===== src/rtl/w4823_fir_pkg.sv =====
// Shared widths, defaults and FSM state encoding for the W4823 FIR feeder.
package w4823_fir_pkg;

    localparam int FP16_W    = 16;
    localparam int COEF_W    = 17;
    localparam int CADDR_W   = 6;
    localparam int NTAPS_DEF = 64;

    typedef enum logic [1:0] {
        IDLE,
        COEF,
        ISSUE,
        WAIT
    } feeder_state_e;

endpackage


===== src/rtl/w4823_fir_feeder_fifo.sv =====
// Register FIFO for FP16 samples; push is refused when full even if a pop happens that cycle.
module w4823_fir_feeder_fifo
    import w4823_fir_pkg::*;
#(
    parameter int DEPTH = 4,
    parameter int WIDTH = FP16_W
) (
    input  logic             clk,
    input  logic             rst,
    input  logic             i_push,
    input  logic [WIDTH-1:0] i_data,
    input  logic             i_pop,
    output logic             o_full,
    output logic             o_empty,
    output logic [WIDTH-1:0] o_head
);

    localparam int PTR_W = $clog2(DEPTH);
    localparam logic [PTR_W:0] CNT_FULL = (PTR_W + 1)'(DEPTH);

    logic [WIDTH-1:0] r_mem [DEPTH];
    logic [PTR_W-1:0] r_wr_ptr;
    logic [PTR_W-1:0] r_rd_ptr;
    logic [PTR_W:0]   r_count;
    logic             w_push;
    logic             w_pop;

    assign o_full  = (r_count == CNT_FULL);
    assign o_empty = (r_count == '0);
    assign o_head  = r_mem[r_rd_ptr];
    assign w_push  = i_push & ~o_full;
    assign w_pop   = i_pop & ~o_empty;

    always_ff @(posedge clk) begin
        if (rst) begin
            r_wr_ptr <= '0;
            r_rd_ptr <= '0;
            r_count  <= '0;
        end else begin
            if (w_push) r_wr_ptr <= r_wr_ptr + PTR_W'(1);
            if (w_pop)  r_rd_ptr <= r_rd_ptr + PTR_W'(1);
            case ({w_push, w_pop})
                2'b10:   r_count <= r_count + (PTR_W + 1)'(1);
                2'b01:   r_count <= r_count - (PTR_W + 1)'(1);
                default: r_count <= r_count;
            endcase
        end
    end

    // NOTE: storage is left unreset; the pointers and count alone define which entries are valid.
    always_ff @(posedge clk) begin
        if (w_push) r_mem[r_wr_ptr] <= i_data;
    end

endmodule


===== src/rtl/w4823_fir_feeder.sv =====
// Feeds the W4823 FIR: loads coefficient bursts and releases one buffered sample per FIR frame.
module w4823_fir_feeder
    import w4823_fir_pkg::*;
#(
    parameter int DEPTH         = 4,
    parameter int NTAPS         = NTAPS_DEF,
    parameter int FRAME_TIMEOUT = 512
) (
    input  logic               clk,
    input  logic               rst,
    input  logic [FP16_W-1:0]  s_data,
    input  logic               s_valid,
    output logic               s_ready,
    input  logic [COEF_W-1:0]  c_data,
    input  logic               c_valid,
    output logic               c_ready,
    output logic [FP16_W-1:0]  fir_din,
    output logic               fir_valid_in,
    output logic [COEF_W-1:0]  fir_cin,
    output logic [CADDR_W-1:0] fir_caddr,
    output logic               fir_cload,
    input  logic               fir_valid,
    output logic               coef_loaded,
    output logic               busy,
    output logic               err_timeout
);

    localparam int IDX_W = $clog2(NTAPS);
    localparam int TMR_W = $clog2(FRAME_TIMEOUT + 1);
    localparam logic [IDX_W-1:0] IDX_LAST  = IDX_W'(NTAPS - 1);
    localparam logic [TMR_W-1:0] TMR_LIMIT = TMR_W'(FRAME_TIMEOUT);

    feeder_state_e      r_state;
    logic [IDX_W-1:0]   r_idx;
    logic [TMR_W-1:0]   r_timer;
    logic               r_fir_valid_d;
    logic [FP16_W-1:0]  r_fir_din;
    logic               r_fir_valid_in;
    logic [COEF_W-1:0]  r_fir_cin;
    logic [CADDR_W-1:0] r_fir_caddr;
    logic               r_fir_cload;
    logic               r_coef_loaded;
    logic               r_err_timeout;

    logic               w_full;
    logic               w_empty;
    logic [FP16_W-1:0]  w_head;
    logic               w_fir_done;
    logic [TMR_W-1:0]   w_timer_inc;

    w4823_fir_feeder_fifo #(
        .DEPTH (DEPTH),
        .WIDTH (FP16_W)
    ) u_fifo (
        .clk     (clk),
        .rst     (rst),
        .i_push  (s_valid),
        .i_data  (s_data),
        .i_pop   (r_state == ISSUE),
        .o_full  (w_full),
        .o_empty (w_empty),
        .o_head  (w_head)
    );

    assign w_fir_done  = fir_valid & ~r_fir_valid_d;
    assign w_timer_inc = (r_timer == TMR_LIMIT) ? r_timer : r_timer + TMR_W'(1);

    assign s_ready      = ~w_full;
    assign c_ready      = (r_state == COEF);
    assign busy         = (r_state != IDLE);
    assign fir_din      = r_fir_din;
    assign fir_valid_in = r_fir_valid_in;
    assign fir_cin      = r_fir_cin;
    assign fir_caddr    = r_fir_caddr;
    assign fir_cload    = r_fir_cload;
    assign coef_loaded  = r_coef_loaded;
    assign err_timeout  = r_err_timeout;

    // NOTE: every register here is updated with <= so all of them see pre-edge values in the same cycle.
    always_ff @(posedge clk) begin
        if (rst) begin
            r_state        <= IDLE;
            r_idx          <= '0;
            r_timer        <= '0;
            r_fir_valid_d  <= 1'b0;
            r_fir_din      <= '0;
            r_fir_valid_in <= 1'b0;
            r_fir_cin      <= '0;
            r_fir_caddr    <= '0;
            r_fir_cload    <= 1'b0;
            r_coef_loaded  <= 1'b0;
            r_err_timeout  <= 1'b0;
        end else begin
            r_fir_valid_d  <= fir_valid;
            r_fir_valid_in <= 1'b0;
            r_fir_cload    <= 1'b0;
            case (r_state)
                IDLE: begin
                    if (c_valid)                         r_state <= COEF;
                    else if (!w_empty && r_coef_loaded)  r_state <= ISSUE;
                end
                COEF: begin
                    if (c_valid) begin
                        r_fir_cin   <= c_data;
                        r_fir_caddr <= CADDR_W'(r_idx);
                        r_fir_cload <= 1'b1;
                        if (r_idx == IDX_LAST) begin
                            r_idx         <= '0;
                            r_coef_loaded <= 1'b1;
                            r_state       <= IDLE;
                        end else begin
                            r_idx <= r_idx + IDX_W'(1);
                        end
                    end
                end
                ISSUE: begin
                    r_fir_din      <= w_head;
                    r_fir_valid_in <= 1'b1;
                    r_timer        <= '0;
                    r_state        <= WAIT;
                end
                WAIT: begin
                    // Only a fresh rising edge of fir_valid closes the frame.
                    if (w_fir_done) begin
                        r_state <= IDLE;
                    end else if (w_timer_inc == TMR_LIMIT) begin
                        r_err_timeout <= 1'b1;
                        r_state       <= IDLE;
                    end else begin
                        r_timer <= w_timer_inc;
                    end
                end
                default: r_state <= IDLE;
            endcase
        end
    end

endmodule


===== config.mk =====
export PLATFORM = sky130hd
export DESIGN_NAME = w4823_fir_feeder
export DESIGN_NICKNAME = d
export VERILOG_FILES = /design/src/rtl/w4823_fir_pkg.sv /design/src/rtl/w4823_fir_feeder_fifo.sv /design/src/rtl/w4823_fir_feeder.sv
export SDC_FILE = /design/constraint.sdc
export NUM_CORES = 1
export LEC_CHECK = 0
export ABC_AREA = 1
export BUFFER_PORTS_ARGS = -buffer_cell sky130_fd_sc_hd__buf_2
export CORE_AREA = 2 2 102 104
export DETAILED_ROUTE_END_ITERATION = 7
export DIE_AREA = 0 0 104 106
export GPL_ROUTABILITY_DRIVEN = 0
export PLACE_DENSITY_LB_ADDON = 0.3
export REMOVE_ABC_BUFFERS = 1
export SETUP_SLACK_MARGIN = 0.3
export SKIP_CTS_REPAIR_TIMING = 1
export SLEW_MARGIN = 20
export SYNTH_ARGS = -nofsm -noshare
export SYNTH_HDL_FRONTEND = slang
export SYNTH_SLANG_ARGS = --single-unit

===== constraint.sdc =====
create_clock -name clk -period 2.9 [get_ports clk]
set_clock_uncertainty 0.15 [all_clocks]
set_input_delay 0.145 -clock clk [delete_from_list [all_inputs] [get_ports clk]]
set_output_delay 0.145 -clock clk [all_outputs]
set_load 0.01 [all_outputs]

==> results of run 1 <==
[through the flow]
step           power, mW  hold WS, ns  instance area [µm²]
5_1_grt             4.94       0.0134                 7000
3_5_place_dp        2.62        0.215                 6010
3_3_place_gp        2.59        0.207                 6010
6_report            4.76      -0.0450                 7000
4_1_cts             4.74       -0.316                 6600
2_1_floorplan       2.43       0.0641                 5350
[worst paths after layout]
| path | from | to | slack, ns |
|---|---|---|---|
| min | c_valid | r_state[0]$_SDFFE_PP0P_ | -0.05 |
| min reg2reg | err_timeout$_SDFFE_PP0P_ | err_timeout$_SDFFE_PP0P_ | 0.30 |
| max | r_state[0]$_SDFFE_PP0P_ | fir_cin[8]$_SDFFE_PP0P_ | 0.48 |
| max reg2reg | r_state[0]$_SDFFE_PP0P_ | fir_cin[8]$_SDFFE_PP0P_ | 0.48 |
[Yosys cell counts, drive strengths merged]
master,instances
inv,64
nand3,25
o21ai,67
xor2,2
nor2,106
nand4,4
clkbuf,18
nor3,6
edfxtp,64
clkinv,1
nand2,89
a31oi,1
a21oi,43
fa,1
o21bai,1
nand3b,5
dfxtp,69
buf,7
ha,8
o22ai,16
[routing by layer]
layer / part of all wire, % / global-route usage [%]
met5: 0 / 0
met4: 2.0 / 11.3
met3: 4.9 / 4.66
met2: 52 / 40.9
met1: 41 / 27.5
[cell type report]
class,count,area [µm²],share of cell area (%)
Clock buffer,17,414,5.91
Clock inverter,15,178,2.54
Inverter,65,244,3.48
Tap cell,136,170,2.43
Timing Repair Buffer,133,891,12.7
Multi-Input combinational cell,374,1800,25.7
Sequential cell,133,3300,47.2
[power by group through the flow]
stage	combinational [mW]	sequential (mW)	clock, mW
6_report	0.504	2.13	2.13
4_1_cts	0.462	2.12	2.15
2_1_floorplan	0.250	2.18	0
3_5_place_dp	0.456	2.16	0
3_3_place_gp	0.438	2.15	0
5_1_grt	0.560	2.14	2.25
[critical path, delay by kind of cell (launching register included)]
family | cells | cell delay, ns
simple gates | 3 | 0.37
compound gates | 1 | 0.13
flops | 1 | 0.40
buf+inv | 5 | 1.31
[logic make-up after synthesis]
logic type	share of synthesized area [%]
AO/OA/AOI/OAI	12.2
XOR/XNOR	0.321
flip-flops	60.5
buffers and inverters	6.44
AND/OR/NAND/NOR	18.3
adder cells (fa/ha/maj)	2.20
[sequential cells by signal, summed over array words and instances (netlist names), 3 cells and up]
signal and flops:
fir_caddr 6, r_timer 10, fir_cin 17, u_fifo.r_count 3
fir_din 16, r_idx 6, u_fifo.r_mem 64
==> flow_metrics.env, run 1 <==
export IMPL_outcome="complete, but fails checks"
export IMPL_violations="negative hold slack"
export IMPL_min_period_ns=2.42
export IMPL_dieArea_mm2=0.0110
export IMPL_grt_start_max_net_pins=36
export IMPL_whs_path_depth=5
export IMPL_seqPwrFrac_pct=44.7
export IMPL_dp_slack_ns=0.665
export IMPL_path_max_fanout=25
export IMPL_p_comb_share_pct=10.6
export IMPL_p_int_mw=3.58
export IMPL_root_buffer="clkbuf_8"
export IMPL_setup_viol=0
export IMPL_critPathArrivalTime_ns=2.72
export IMPL_via_per_inst=5.26
export IMPL_tritoncts="built"
export IMPL_start_kind="flop"
export IMPL_switchingPower_mw=1.18
export IMPL_wl_um=13000
export IMPL_synth_seq_cells=133
export IMPL_ys_warn_count=0
export IMPL_clock_path_buffers=2
export IMPL_drc=0
export IMPL_drive_above_1_share_pct=19.1
export IMPL_power_density_mw_per_mm2=680
export IMPL_dpl_cell_count=801
export IMPL_slew_headroom_pct=34.1
export IMPL_diodes=0
export IMPL_max_stage_delay_ns=0.56
export IMPL_die_h_um=106
export IMPL_cap_violations=0
export IMPL_cts_inserted_buffers=17
export IMPL_row_count=37
export IMPL_syn_area_mm2=0.00546
export IMPL_slew_violations=0
export IMPL_clock_latency_ns=0.51
export IMPL_gr_total_overflow=0
export IMPL_holdWs_ns=-0.0450
export IMPL_coreArea_mm2=0.0100
export IMPL_final_cell_mix="100 x nor2_1, 86 x nand2_1, 83 x buf_2, 69 x dfxtp_1, 64 x edfxtp_1"
export IMPL_grt_usage_pct=23.3
export IMPL_synth_distinct_cells=30
export IMPL_dp_hpwl_um=7590
export IMPL_clk_pin_slew_ns=0.06
export IMPL_synth_yosys_seq_area_share_pct=60.5
export IMPL_first_iter_violations=208
export IMPL_finalNetCount=771
export IMPL_worst_r2r_path_depth=9
export IMPL_leakagePower_nw=2.98
export IMPL_ir_drop_mv=0.463
export IMPL_io_buffers=83
export IMPL_final_setup_tns_ns=0
export IMPL_synth_top_area_share_pct=35.2
export IMPL_yosysTopAreaCell="edfxtp_1"
export IMPL_final_common_cell="nor2_1"
export IMPL_routedWlPerCell_um=14.9
export IMPL_fmax_mhz=413
export IMPL_min_delay_path_class="in2reg"
export IMPL_synth_area_per_cell_um2=9.14
export IMPL_initial_core_util_pct=54.6
export IMPL_syn_inst=597
export IMPL_drtAntennaViolNets=0
export IMPL_rsz0062_at_grt="false"
export IMPL_io_pins=84
export IMPL_path_class="reg2reg"
export IMPL_period_share_pct=83.5
export IMPL_antenna_found_initial=0
export IMPL_clkPwrFrac_pct=44.7
export IMPL_cp_slowest_cell="dlygate4sd3_1"
export IMPL_h_tree_depth=4
export IMPL_cp_end_kind="flop"
export IMPL_die_width_um=104
export IMPL_vias=4591
export IMPL_swShare_pct=24.7
export IMPL_area_growth_pct=28.3
export IMPL_final_util_pct=70.0
export IMPL_fillers=784
export IMPL_grt_pass1_wl_um=20200
export IMPL_critPathRequiredTime_ns=3.20
export IMPL_worst_slack_ns=0.478
export IMPL_path_cells="inv_2 -> nor2_1 -> nand2_1 -> buf_4 -> inv_2 -> buf_4 -> nand2_1 -> a21oi_1 -> dlygate4sd3_1"
export IMPL_grt_pass1_vias=4265
export IMPL_stdcell_count=873
export IMPL_synthTopCellsByArea="edfxtp_1 35%, dfxtp_1 25%, nor2_1 6.9%, nand2_1 5.9%, o21ai_0 4.8%"
export IMPL_worst_slew_pin_slew_ns=0.987
export IMPL_hold_viol=1
export IMPL_clock_sinks=133
export IMPL_drt_pass1_iter_count=5
Note: power is estimated with default switching activity, not from simulation.
==> run 2, diff against run 1 <==
--- a/config.mk
+++ b/config.mk
@@ -7,9 +7,9 @@
 export LEC_CHECK = 0
 export ABC_AREA = 1
 export BUFFER_PORTS_ARGS = -buffer_cell sky130_fd_sc_hd__buf_2
-export CORE_AREA = 2 2 102 104
+export CORE_AREA = 2 2 107 109
 export DETAILED_ROUTE_END_ITERATION = 7
-export DIE_AREA = 0 0 104 106
+export DIE_AREA = 0 0 109 111
 export GPL_ROUTABILITY_DRIVEN = 0
 export PLACE_DENSITY_LB_ADDON = 0.3
 export REMOVE_ABC_BUFFERS = 1
==> constraint.sdc (replaced) <==
create_clock -name clk -period 1.99 [get_ports clk]
set_clock_uncertainty 0.15 [all_clocks]
set_input_delay 0.0995 -clock clk [delete_from_list [all_inputs] [get_ports clk]]
set_output_delay 0.0995 -clock clk [all_outputs]
set_load 0.01 [all_outputs]
==> flow_metrics.env, run 2 (same netlist as run 1, synthesis figures left out) <==
export IMPL_grt_usage_pct=20.9
export IMPL_rsz0062_at_grt="true"
export IMPL_setup_viol=0
export IMPL_path_cells="nor2_1 -> nand3_1 -> o21bai_1 -> nand2_1 -> nor2_4 -> nand3_4 -> nand2_8 -> buf_12 -> nand3_2 -> a21oi_2"
export IMPL_min_period_ns=1.94
export IMPL_dp_hpwl_um=7620
export IMPL_cp_end_kind="flop"
export IMPL_hold_viol=0
export IMPL_path_class="reg2reg"
export IMPL_dieArea_mm2=0.0121
export IMPL_leakagePower_nw=3.11
export IMPL_largest_reg_flops=64
export IMPL_via_per_inst=5.18
export IMPL_row_count=39
export IMPL_antenna_found_initial=0
export IMPL_coreArea_mm2=0.0111
export IMPL_io_pins=84
export IMPL_drive_above_1_share_pct=30.3
export IMPL_max_stage_delay_ns=0.36
export IMPL_cap_violations=0
export IMPL_power_density_mw_per_mm2=918
export IMPL_vias=4675
export IMPL_drt_pass1_iter_count=5
export IMPL_min_delay_path_class="in2reg"
export IMPL_fmax_mhz=514
export IMPL_die_h_um=111
export IMPL_finalNetCount=793
export IMPL_clock_path_buffers=2
export IMPL_drtAntennaViolNets=0
export IMPL_clk_pin_slew_ns=0.06
export IMPL_h_tree_depth=4
export IMPL_io_buffers=83
export IMPL_worst_slack_ns=0.0453
export IMPL_period_share_pct=97.7
export IMPL_drc=0
export IMPL_final_cell_mix="94 x nor2_1, 83 x buf_2, 74 x nand2_1, 64 x edfxtp_1, 54 x dfxtp_1"
export IMPL_grt_start_max_net_pins=52
export IMPL_dpl_instance_area_mm2=0.00614
export IMPL_path_max_fanout=8
export IMPL_root_buffer="clkbuf_16"
export IMPL_p_total_mw=6.87
export IMPL_worst_slew_pin_slew_ns=0.594
export IMPL_die_width_um=109
export IMPL_final_area_mm2=0.00749
export IMPL_start_kind="flop"
export IMPL_initial_core_util_pct=49.3
export IMPL_routedWlPerCell_um=15.0
export IMPL_clock_latency_ns=0.42
export IMPL_grt_pass1_wl_um=19600
export IMPL_grt_pass1_vias=4254
export IMPL_tritoncts="built"
export IMPL_diodes=0
export IMPL_outcome="complete, no violations"
export IMPL_clock_sinks=133
export IMPL_fillers=806
export IMPL_slew_violations=0
export IMPL_largest_register="u_fifo.r_mem"
export IMPL_final_common_cell="nor2_1"
export IMPL_critPathRequiredTime_ns=2.18
export IMPL_ir_drop_mv=0.804
export IMPL_final_setup_tns_ns=0
export IMPL_first_iter_violations=237
export IMPL_area_growth_pct=37.2
export IMPL_dp_slack_ns=-0.132
export IMPL_gr_total_overflow=0
export IMPL_cts_inserted_buffers=17
export IMPL_slew_headroom_pct=60.4
export IMPL_wl_um=13500
export IMPL_cp_slowest_cell="dfxtp_2"
export IMPL_critPathArrivalTime_ns=2.14
run 2: changes by cell type in the layout (fill, tap and decap cells not counted), sizes merged:
cell,change
inv,-3
clkinvlp,+5
buf,+25
clkinv,-1
clkbuf,+2
dlygate4sd3,-4
bufinv,-2
run 2: critical path, delay by kind of cell, from the launching register on:
kind | cells | cell delay (ns)
AND/OR/NAND/NOR | 7 | 0.87
flip-flops | 1 | 0.36
AO/OA/AOI/OAI | 2 | 0.36
buffers and inverters | 1 | 0.12
run 2: final timing paths:
check	slack [ns]	cells past startpoint	start	end
worst max-delay path	0.05	10	r_timer[5]$_SDFFE_PP0P_	r_timer[5]$_SDFFE_PP0P_
worst min-delay path	0.007	4	s_valid	u_fifo.r_wr_ptr[0]$_SDFFE_PP0P_
worst max register to register	0.05	10	r_timer[5]$_SDFFE_PP0P_	r_timer[5]$_SDFFE_PP0P_
worst min register to register	0.30	2	err_timeout$_SDFFE_PP0P_	err_timeout$_SDFFE_PP0P_
run 2: area by class of cell:
cell class / instances / area (µm²) / share of cell area (%)
sequential: 133 / 3330 / 44.5
multi-input combinational: 374 / 2030 / 27.1
timing repair buffer: 154 / 1140 / 15.2
clock buffer: 19 / 433 / 5.78
inverter: 65 / 260 / 3.48
tap: 143 / 179 / 2.39
clock inverter: 13 / 109 / 1.45
timing repair inverter: 1 / 7.51 / 0.100
run 2: through the flow:
step	hold WS (ns)	cells	utilization, %
floorplan	0.0186	572	-
global placement	0.161	817	55.4
detailed placement	0.173	817	55.4
CTS	-0.263	849	60.3
global route	0.0215	902	67.6
finish	0.00651	902	67.6
run 2: power by group:
group / switching, mW / internal (mW) / leakage (nW)
combinational: 0.509 / 0.384 / 1.70
clock: 1.16 / 1.71 / 0.253
sequential: 0.0774 / 3.03 / 1.16
total: 1.75 / 5.12 / 3.11
run 2: layer usage:
layer	vias to the layer above	part of all wire [%]	GRT usage, %
met5	-	0	0
met4	0	1.8	8.72
met3	25	5.8	6.00
met2	129	52	35.1
met1	2235	41	24.7
li1	2286	-	-
==> run 3, diff against run 2 <==
--- a/config.mk
+++ b/config.mk
@@ -5,11 +5,10 @@
 export SDC_FILE = /design/constraint.sdc
 export NUM_CORES = 1
 export LEC_CHECK = 0
-export ABC_AREA = 1
 export BUFFER_PORTS_ARGS = -buffer_cell sky130_fd_sc_hd__buf_2
-export CORE_AREA = 2 2 107 109
+export CORE_AREA = 2 2 106 108
 export DETAILED_ROUTE_END_ITERATION = 7
-export DIE_AREA = 0 0 109 111
+export DIE_AREA = 0 0 108 110
 export GPL_ROUTABILITY_DRIVEN = 0
 export PLACE_DENSITY_LB_ADDON = 0.3
 export REMOVE_ABC_BUFFERS = 1
==> flow_metrics.env, run 3 <==
export IMPL_outcome="complete, but fails checks"
export IMPL_violations="negative hold slack, negative setup slack"
export IMPL_crit_buf_inv=1
export IMPL_seqCellArea_mm2=0.00332
export IMPL_synth_seq_cells=133
export IMPL_cts_inserted_buffers=17
export IMPL_initial_core_util_pct=50.1
export IMPL_dpl_cell_count=721
export IMPL_leakagePower_nw=2.90
export IMPL_cp_end_kind="flop"
export IMPL_antenna_found_initial=0
export IMPL_cap_violations=0
export IMPL_drt_pass1_iter_count=4
export IMPL_grt_usage_pct=21.0
export IMPL_drive_above_1_share_pct=35.5
export IMPL_max_stage_delay_ns=0.43
export IMPL_io_buffers=83
export IMPL_routedWlPerCell_um=15.8
export IMPL_start_kind="flop"
export IMPL_diodes=0
export IMPL_worst_slack_ns=-0.390
export IMPL_drc=0
export IMPL_synth_yosys_seq_area_share_pct=61.6
export IMPL_row_count=38
export IMPL_ys_warn_count=0
export IMPL_worst_slew_pin_slew_ns=0.568
export IMPL_critPathArrivalTime_ns=2.62
export IMPL_syn_inst=468
export IMPL_power_density_mw_per_mm2=885
export IMPL_via_per_inst=5.30
export IMPL_min_delay_path_class="in2reg"
export IMPL_dieArea_mm2=0.0119
export IMPL_first_iter_violations=246
export IMPL_grt_pass1_wl_um=18800
export IMPL_cp_slowest_cell="or3_4"
export IMPL_final_common_cell="nand2_1"
export IMPL_path_cells="a211o_1 -> a211o_1 -> a2111o_1 -> or3_4 -> buf_6 -> nor3b_2 -> o32ai_1"
export IMPL_synth_most_common_cell="nand2_1"
export IMPL_multi_input_area_mm2=0.00203
export IMPL_clock_latency_ns=0.52
export IMPL_drtAntennaViolNets=0
export IMPL_die_width_um=108
export IMPL_dp_hpwl_um=7790
export IMPL_setup_viol=14
export IMPL_clock_sinks=133
export IMPL_hold_viol=1
export IMPL_h_tree_depth=4
export IMPL_fmax_mhz=420
export IMPL_fillers=753
export IMPL_final_util_pct=69.6
export IMPL_area_growth_pct=38.9
export IMPL_largest_register="u_fifo.r_mem"
export IMPL_dpl_instance_area_mm2=0.00628
export IMPL_die_h_um=110
export IMPL_clock_path_buffers=2
export IMPL_path_class="reg2reg"
export IMPL_slew_headroom_pct=62.0
export IMPL_finalNetCount=685
export IMPL_final_cell_mix="95 x nand2_1, 82 x buf_2, 64 x edfxtp_1, 63 x dfxtp_1, 54 x buf_4"
export IMPL_synth_distinct_cells=49
export IMPL_wl_um=12500
export IMPL_p_total_mw=6.59
export IMPL_ys_flop_type="dfxtp_1"
export IMPL_slew_violations=0
export IMPL_io_pins=84
export IMPL_startpoint="r_timer[1]$_SDFFE_PP0P_"
export IMPL_synth_edf_count=64
export IMPL_final_area_mm2=0.00745
export IMPL_clk_pin_slew_ns=0.06
export IMPL_period_share_pct=120
export IMPL_path_max_fanout=5
export IMPL_async_flop_share_pct=0
export IMPL_vias=4191
export IMPL_largest_reg_flops=64
export IMPL_min_period_ns=2.38
export IMPL_stdcell_count=791
export IMPL_yosysTopAreaCell="edfxtp_1"
export IMPL_syn_area_mm2=0.00536
export IMPL_synthTopCellsByCount="98 x nand2_1, 69 x dfxtp_1, 64 x edfxtp_1"
export IMPL_critPathRequiredTime_ns=2.23
export IMPL_critical_path_top_delay_family="compound AO/OA/AOI/OAI gates"
export IMPL_r2r_start="r_timer[1]$_SDFFE_PP0P_"
export IMPL_holdWs_ns=-0.0201
export IMPL_grt_pass1_vias=3844
export IMPL_gr_total_overflow=0
export IMPL_grt_start_max_net_pins=41
export IMPL_root_buffer="clkbuf_8"
export IMPL_coreArea_mm2=0.0107
export IMPL_ir_drop_mv=0.742
export IMPL_synth_area_per_cell_um2=11.5
export IMPL_rsz0062_at_grt="true"
export IMPL_synthTopCellsByArea="edfxtp_1 36%, dfxtp_1 26%, nand2_1 6.9%, mux4_2 6.7%, a21oi_1 4.3%"
export IMPL_hp_start="s_valid"
export IMPL_tritoncts="built"
export IMPL_synth_top_area_share_pct=35.9
export IMPL_crit_top_cell="a211o_1"
==> run 3: changes by cell type after synthesis, moves of 6 or more <==
| cell | before | now |
|---|---|---|
| nand2_1 | 86 | 98 |
| nor2b_1 | 0 | 7 |
| inv_2 | 8 | 0 |
| o21ai_1 | 15 | 1 |
| mux4_2 | 0 | 16 |
| nor2_1 | 100 | 26 |
| and3_1 | 0 | 6 |
| inv_1 | 56 | 9 |
| o22ai_1 | 16 | 1 |
| nand3_1 | 23 | 6 |
| o21ai_0 | 52 | 3 |
==> run 3: routing by layer <==
layer  track usage, %  part of all wire, %  vias up
met5                0                    0        -
met4             6.59                  1.5        0
li1                 -                    -     2017
met3             6.88                  4.8       22
met2             34.5                   50      109
met1             26.8                   44     2043
==> run 3: cells by family after synthesis <==
kind of cell | synth area share, %
XOR/XNOR | 1.80
flip-flops | 61.6
adder cells (fa/ha/maj) | 2.24
AND/OR/NAND/NOR | 15.8
buffers and inverters | 3.17
AO/OA/AOI/OAI | 8.40
multiplexers | 6.91
==> run 3: worst min-delay path, cell delays in order <==
cell     delay [ns]
buf_2          0.12
and2_4         0.16
buf_4          0.11
xnor2_1        0.05
nor2_1         0.07
==> run 3: power by group <==
part	switching, mW	leakage, nW	internal (mW)
Combinational	0.264	1.46	0.252
Sequential	0.0456	1.15	2.98
Clock	1.19	0.290	1.86
Total	1.50	2.90	5.09
==> run 3: final cells by class <==
cell class              count  share of cell area [%]
clock buffers              21                    6.47
clock inverters            11                    1.46
inverters                   9                   0.487
multi-input cells         295                    27.3
flip-flops and latches    133                    44.5
well taps                 140                    2.35
repair buffers            182                    17.4
==> run 3: path summary, 6_finish.rpt <==
check	endpoint	cells after the start	slack [ns]
min	u_fifo.r_wr_ptr[0]$_SDFFE_PP0P_	5	-0.02
min reg2reg	fir_caddr[4]$_SDFFE_PP0P_	2	0.30
max reg2reg	r_timer[9]$_SDFFE_PP0P_	7	-0.39
max	r_timer[9]$_SDFFE_PP0P_	7	-0.39
==> run 3: metrics by stage <==
step           setup TNS [ns]  worst slack, ns  hold slack (ns)
6_report                -4.04           -0.390          -0.0201
5_1_grt                 -5.45           -0.469          -0.0140
2_1_floorplan           -8.15           -0.834           0.0186
3_5_place_dp            -6.14           -0.579            0.169
3_3_place_gp            -4.88           -0.477            0.161
4_1_cts                 -6.50           -0.617           -0.382
